### src/rtl/id_fwd_stage.sv
// id_fwd_stage: decode stage with register file, operand forwarding, hazard stall,
// branch resolution and the ID/EX pipeline register.
module id_fwd_stage #(
  parameter int DW = 32,
  parameter int NSRC = 3
) (
  input  logic              clk,
  input  logic              reset,
  input  logic              in_valid,
  input  logic [4:0]        rs,
  input  logic [4:0]        rt,
  input  logic [4:0]        wa,
  input  logic [2:0]        tuse_rs,
  input  logic [2:0]        tuse_rt,
  input  logic [2:0]        tnew,
  input  logic [2:0]        br_op,
  input  logic [DW-1:0]     imm,
  input  logic [DW-1:0]     pc,
  input  logic              ex_hold,
  input  logic              flush,
  input  logic              wb_we,
  input  logic [4:0]        wb_addr,
  input  logic [DW-1:0]     wb_data,
  input  logic [NSRC*5-1:0] src_addr,
  input  logic [NSRC*3-1:0] src_tnew,
  input  logic [NSRC*DW-1:0] src_data,
  output logic              stall,
  output logic              redirect,
  output logic [DW-1:0]     redirect_pc,
  output logic              ex_valid,
  output logic [4:0]        ex_rs,
  output logic [4:0]        ex_rt,
  output logic [4:0]        ex_wa,
  output logic [2:0]        ex_tnew,
  output logic [DW-1:0]     ex_rs_data,
  output logic [DW-1:0]     ex_rt_data,
  output logic [DW-1:0]     ex_imm,
  output logic [DW-1:0]     ex_pc
);
  typedef struct packed {
    logic          valid;
    logic [4:0]    rs;
    logic [4:0]    rt;
    logic [4:0]    wa;
    logic [2:0]    tnew;
    logic [DW-1:0] rs_data;
    logic [DW-1:0] rt_data;
    logic [DW-1:0] imm;
    logic [DW-1:0] pc;
  } ex_t;
  logic [DW-1:0] rf_q [32];
  logic [4:0]    sel [2];
  logic [2:0]    tuse [2];
  logic [DW-1:0] opnd [2];
  logic          hit [2];
  logic [2:0]    tn [2];
  logic          haz [2];
  logic          cond;
  ex_t           ex_d, ex_q;
  // Sources are scanned oldest-first so the youngest match overwrites earlier ones.
  always_comb begin
    sel[0] = rs;
    sel[1] = rt;
    tuse[0] = tuse_rs;
    tuse[1] = tuse_rt;
    for (int o = 0; o < 2; o++) begin
      opnd[o] = sel[o] == 5'd0 ? '0 : (wb_we && wb_addr == sel[o]) ? wb_data : rf_q[sel[o]];
      hit[o] = 1'b0;
      tn[o] = 3'd0;
      for (int i = NSRC - 1; i >= 0; i--)
        if (sel[o] != 5'd0 && src_addr[i*5 +: 5] == sel[o]) begin
          hit[o] = 1'b1;
          tn[o] = src_tnew[i*3 +: 3];
          if (src_tnew[i*3 +: 3] == 3'd0) opnd[o] = src_data[i*DW +: DW];
        end
      haz[o] = hit[o] && tuse[o] != 3'd7 && tn[o] > tuse[o];
    end
  end
  assign stall = in_valid && (haz[0] || haz[1]);
  always_comb begin
    cond = br_op == 3'd1 ? opnd[0] == opnd[1] :
           br_op == 3'd2 ? opnd[0] != opnd[1] :
           br_op == 3'd3 ? opnd[0][DW-1] || opnd[0] == '0 :
           br_op == 3'd4 ? !opnd[0][DW-1] && opnd[0] != '0 :
           br_op == 3'd5 ? opnd[0][DW-1] :
           br_op == 3'd6 ? !opnd[0][DW-1] :
           br_op == 3'd7;
    redirect = in_valid && !stall && !flush && !ex_hold && !reset && cond;
    redirect_pc = !redirect ? '0 : br_op == 3'd7 ? opnd[0] : pc + DW'(4) + (imm << 2);
    ex_d = ex_hold ? ex_q :
           (stall || flush || !in_valid) ? '0 :
           ex_t'{1'b1, rs, rt, wa, tnew, opnd[0], opnd[1], imm, pc};
  end
  always_ff @(posedge clk) begin
    if (reset) begin
      ex_q <= '0;
      for (int k = 0; k < 32; k++) rf_q[k] <= '0;
    end else begin
      ex_q <= ex_d;
      if (wb_we && wb_addr != 5'd0) rf_q[wb_addr] <= wb_data;
    end
  end
  assign ex_valid   = ex_q.valid;
  assign ex_rs      = ex_q.rs;
  assign ex_rt      = ex_q.rt;
  assign ex_wa      = ex_q.wa;
  assign ex_tnew    = ex_q.tnew;
  assign ex_rs_data = ex_q.rs_data;
  assign ex_rt_data = ex_q.rt_data;
  assign ex_imm     = ex_q.imm;
  assign ex_pc      = ex_q.pc;
endmodule

### config.mk
export PLATFORM = sky130hd
export DESIGN_NAME = id_fwd_stage
export DESIGN_NICKNAME = d
export VERILOG_FILES = /design/src/rtl/id_fwd_stage.sv
export SDC_FILE = /design/constraint.sdc
export NUM_CORES = 2
export LEC_CHECK = 0
export BUFFER_PORTS_ARGS = -buffer_cell sky130_fd_sc_hd__buf_2
export CAP_MARGIN = 30
export CORE_ASPECT_RATIO = 0.6
export CORE_MARGIN = 1.5
export CORE_UTILIZATION = 30
export CTS_BUF_LIST = sky130_fd_sc_hd__clkbuf_16
export DETAILED_ROUTE_END_ITERATION = 12
export PLACE_DENSITY = 0.57
export SYNTH_ARGS = -nofsm -noshare
export SYNTH_HDL_FRONTEND = slang
export SYNTH_SLANG_ARGS = --single-unit
export TNS_END_PERCENT = 20
### constraint.sdc
create_clock -name clk -period 12.9 [get_ports clk]
set_input_delay 2.58 -clock clk [delete_from_list [all_inputs] [get_ports clk]]
set_output_delay 2.58 -clock clk [all_outputs]
set_load 0.1 [all_outputs]
==> out/results.txt <==
Number of synthesized flops with an enable pin -> 1024
Startpoint of the most critical register-to-register path -> rf_q[10][10]
Post-Synthesis Cell Area -> 0.0645 mm²
Critical path arrival -> 9.14 ns
Slack of the worst reg-to-reg path -> 9.72 ns
Clock Root Buffer -> sky130_fd_sc_hd__clkbuf_16
IO buf count -> 434
Outcome -> completed
Final Setup Violations -> 0
Finished layout cell area -> 0.0741 mm²
Count of antenna-violating nets left after detailed routing -> 0
Chip width -> 601 µm
Floorplan die height -> 362 µm
Layout cells sized above 1 -> 26.7%
TritonCTS clock tree -> yes
Clk pin slew, worst setup/hold paths -> 0.07 ns
Initial DRC count -> 9928
Max-slew violation total from the final report -> 0
Achievable frequency -> 85.3 MHz
Period utilisation layout -> 90.8%
Critical path type -> input pin to output pin
Count of cell types in the netlist -> 71
Routed via count -> 50900
Number of buffers created by CTS -> 109
Capture point of the worst path -> redirect_pc[5]
Endpoint of the lowest-slack register-to-register path -> ex_rs_data[10]
Final Net Count -> 5462
Setup crit start kind -> input pin
Post-Syn Instances -> 4823
Floorplan row count -> 131
Setup clock skew after layout -> 0.0325 ns
Setup repair after global routing missed its margin -> false
Number of post-CTS setup repair buffers -> 0
Worst-path maximum fanout -> 48
I/O pin count -> 435
Peak ir drop on the vdd network -> 108 µV
Worst setup EP type -> output pin
Placeable core region -> 0.213 mm²
Synth warnings -> 0
Leakage power total -> 26.7 nW
Min Clock Period, post-route -> 11.72 ns
FFs w/ async S/R, synth -> 0%
Initial Utilization -> 30.3%
Number of violations of the max-capacitance limit -> 0
First-pass GRT wire length -> 417 mm
CTS Hold Buffers Added -> 0
Commonest non-fill, non-tap cells in the layout -> sky130_fd_sc_hd__edfxtp_1 (1024), sky130_fd_sc_hd__and2_1 (973), sky130_fd_sc_hd__mux4_2 (477), sky130_fd_sc_hd__buf_2 (430), sky130_fd_sc_hd__buf_4 (207)
Hold Crit Class -> flop to flop
Slowest stage cell, crit path -> sky130_fd_sc_hd__o211ai_1
Count of endpoints failing hold in the final timing report -> 0
Critical-path cell list -> buf_8 > buf_4 > xnor2_1 > and3_1 > and3_1 > and3_1 > a22oi_1 > o211ai_1 > xnor2_1 > nor4_1 > nand4_1 > nor4_1 > o31ai_4 > buf_4 > nor2_1 > buf_2
Total buffers and inverters traversed by the critical path -> 4
Cell family contributing the most delay on the critical path -> simple AND/OR/NAND/NOR gates
Routed len/inst -> 38.5 µm
P per Cell Area -> 128 mW/mm²
TritonCTS sink count -> 1171
Global placement routability congestion -> 0.988
Delay of the slowest cell on the worst path -> 0.97 ns
Area of the die -> 0.218 mm²
Worst endpoint required time -> 10.32 ns
Detailed placement HPWL -> 216 mm
Number of global-route vias before repair -> 47100
Number of stages on the worst setup path -> 16
FF+latch count, synth -> 1171
Most frequent standard cell in the layout excluding fill and tap cells -> sky130_fd_sc_hd__edfxtp_1
Clk Latency, worst-skew pair -> 0.74 ns
Max H-tree Level -> 3
Placement-stage cell area -> 0.0704 mm²
Antenna violations before repair -> 71
Proportion of synthesized chip area in sequential cells -> 52.3%
Worst Reg-to-Reg Cells -> 10
Post-CTS Resized -> 0
Synth-to-Final Area Change -> 15.0%
Global-route total usage across every layer -> 27.9%
Via count normalized by instance count -> 6.26
CP Launch Point -> rs[0]
Number of detailed-route iterations in the first pass -> 8
Transition time at the pin with the least slew margin -> 1.19 ns
Total congestion overflow -> 0
Dominant cell type by count on the critical path -> sky130_fd_sc_hd__and3_1
Largest net degree at the start of global routing -> 89
Deepest clock path buffer count -> 3
Total wire length -> 314 mm
Number of DRC violations after detailed routing -> 0
Setup TNS -> 0 ns
Avg Synthesized Cell Area -> 13.4 µm²
Dominant register cell in the synthesized netlist -> sky130_fd_sc_hd__edfxtp_1
Max-slew headroom -> 19.8%
logic make-up (layout without fill, tap and decap cells):
group,after synthesis,in the layout,share of synthesized area [%]
buffers and inverters,508,889,3.37
and+or+nand+nor,1617,1617,14.3
DFF,1171,1171,52.3
other,1,72,0.00582
xor gates and xnor gates,96,96,1.30
AOI/OAI and AO/OA,745,745,8.58
muxes,621,621,18.9
adders and majority gates,64,64,1.25
worst min path at each step:
stage | startpoint | endpoint | slack, ns | cells past startpoint
2_1_floorplan | rf_q[9][12] | ex_rs_data[12] | 0.86 | 6
3_3_place_gp | ex_valid | ex_valid | 0.43 | 2
3_5_place_dp | ex_rt_data[28] | ex_rt_data[28] | 0.44 | 2
4_1_cts | ex_rt_data[28] | ex_rt_data[28] | 0.46 | 2
5_1_grt | ex_rt_data[2] | ex_rt_data[2] | 0.48 | 2
6_report | ex_rt_data[28] | ex_rt_data[28] | 0.46 | 2
state kept, by name, summed over array words and instances, names as in the netlist, 3 cells and up:
name / flops
ex_pc: 32
ex_rs_data: 32
ex_rt: 5
rf_q: 1024
ex_wa: 5
ex_rs: 5
ex_imm: 32
ex_rt_data: 32
ex_tnew: 3
worst register-to-register path, cell delays in order, from the launching register on:
cell                       delay, ns
sky130_fd_sc_hd__edfxtp_1       0.39
sky130_fd_sc_hd__mux2i_1        0.51
sky130_fd_sc_hd__buf_6          0.25
sky130_fd_sc_hd__a21oi_1        0.15
sky130_fd_sc_hd__buf_4          0.27
sky130_fd_sc_hd__nand3_1        0.11
sky130_fd_sc_hd__nand4_1        0.46
sky130_fd_sc_hd__o211ai_1       0.37
sky130_fd_sc_hd__o211ai_1       0.14
sky130_fd_sc_hd__buf_4          0.22
sky130_fd_sc_hd__a22o_1         0.21
per-layer routing:
metal  routed length (µm)  track usage [%]  up-vias
li1                     -                -    19200
met1               125000             39.9    26100
met2               119000             35.5     4915
met3                56700             13.7      663
met4                12400             9.85       33
met5                  345            0.483        -
area by class of cell:
type | count | area, µm²
Fill cell | 20700 | 139000
Sequential cell | 1171 | 33700
Multi-Input combinational cell | 3175 | 29100
Timing Repair Buffer | 659 | 4100
Tap cell | 2859 | 3580
Clock buffer | 109 | 2730
Clock inverter | 93 | 752
Inverter | 28 | 105
Antenna cell | 40 | 100
cells in the mapped netlist (23+ instances only):
cell,instances,area share [%]
sky130_fd_sc_hd__edfxtp_1,1024,48
sky130_fd_sc_hd__and2_1,974,9.5
sky130_fd_sc_hd__mux4_2,477,17
sky130_fd_sc_hd__clkbuf_1,341,2.0
sky130_fd_sc_hd__a22oi_1,206,2.4
sky130_fd_sc_hd__nor2_1,160,0.93
sky130_fd_sc_hd__dfxtp_1,147,4.6
sky130_fd_sc_hd__nand2_1,147,0.86
sky130_fd_sc_hd__mux2i_1,134,2.1
sky130_fd_sc_hd__a22o_1,127,1.7
sky130_fd_sc_hd__nand3_1,105,0.82
sky130_fd_sc_hd__buf_2,80,0.62
sky130_fd_sc_hd__o21ai_0,79,0.61
sky130_fd_sc_hd__a21oi_1,73,0.57
sky130_fd_sc_hd__ha_1,63,1.2
sky130_fd_sc_hd__nor3_1,60,0.47
sky130_fd_sc_hd__xnor2_1,55,0.75
sky130_fd_sc_hd__xor2_1,41,0.56
sky130_fd_sc_hd__o211ai_1,40,0.47
sky130_fd_sc_hd__a221oi_1,38,0.52
sky130_fd_sc_hd__or2_2,34,0.33
sky130_fd_sc_hd__o22a_1,32,0.43
sky130_fd_sc_hd__inv_1,28,0.16
sky130_fd_sc_hd__buf_4,26,0.30
sky130_fd_sc_hd__o22ai_1,26,0.25
sky130_fd_sc_hd__a21o_1,25,0.29
sky130_fd_sc_hd__and3_1,24,0.23
sky130_fd_sc_hd__buf_1,24,0.14
sky130_fd_sc_hd__nand4_1,23,0.22
sky130_fd_sc_hd__nor4_1,23,0.22
report_power, final:
part / total [W] / internal [W] / switching [W]
registers: 0.00442 / 0.00431 / 0.000112
clock network: 0.00336 / 0.00176 / 0.00160
logic: 0.00169 / 0.000551 / 0.00114
metrics by stage:
step	total power (W)	hold slack, ns	setup WS (ns)	cells	util (%)
after floorplan	0.00539	0.857	1.26	4854	-
after global placement	0.00609	0.432	0.134	7878	33.0
after detailed placement	0.00610	0.440	1.66	7887	33.1
after CTS	0.00937	0.455	1.64	8089	34.7
after global routing	0.00963	0.479	1.15	8107	34.8
final	0.00947	0.455	1.18	8134	34.8
Note: power is estimated with default switching activity, not from simulation.
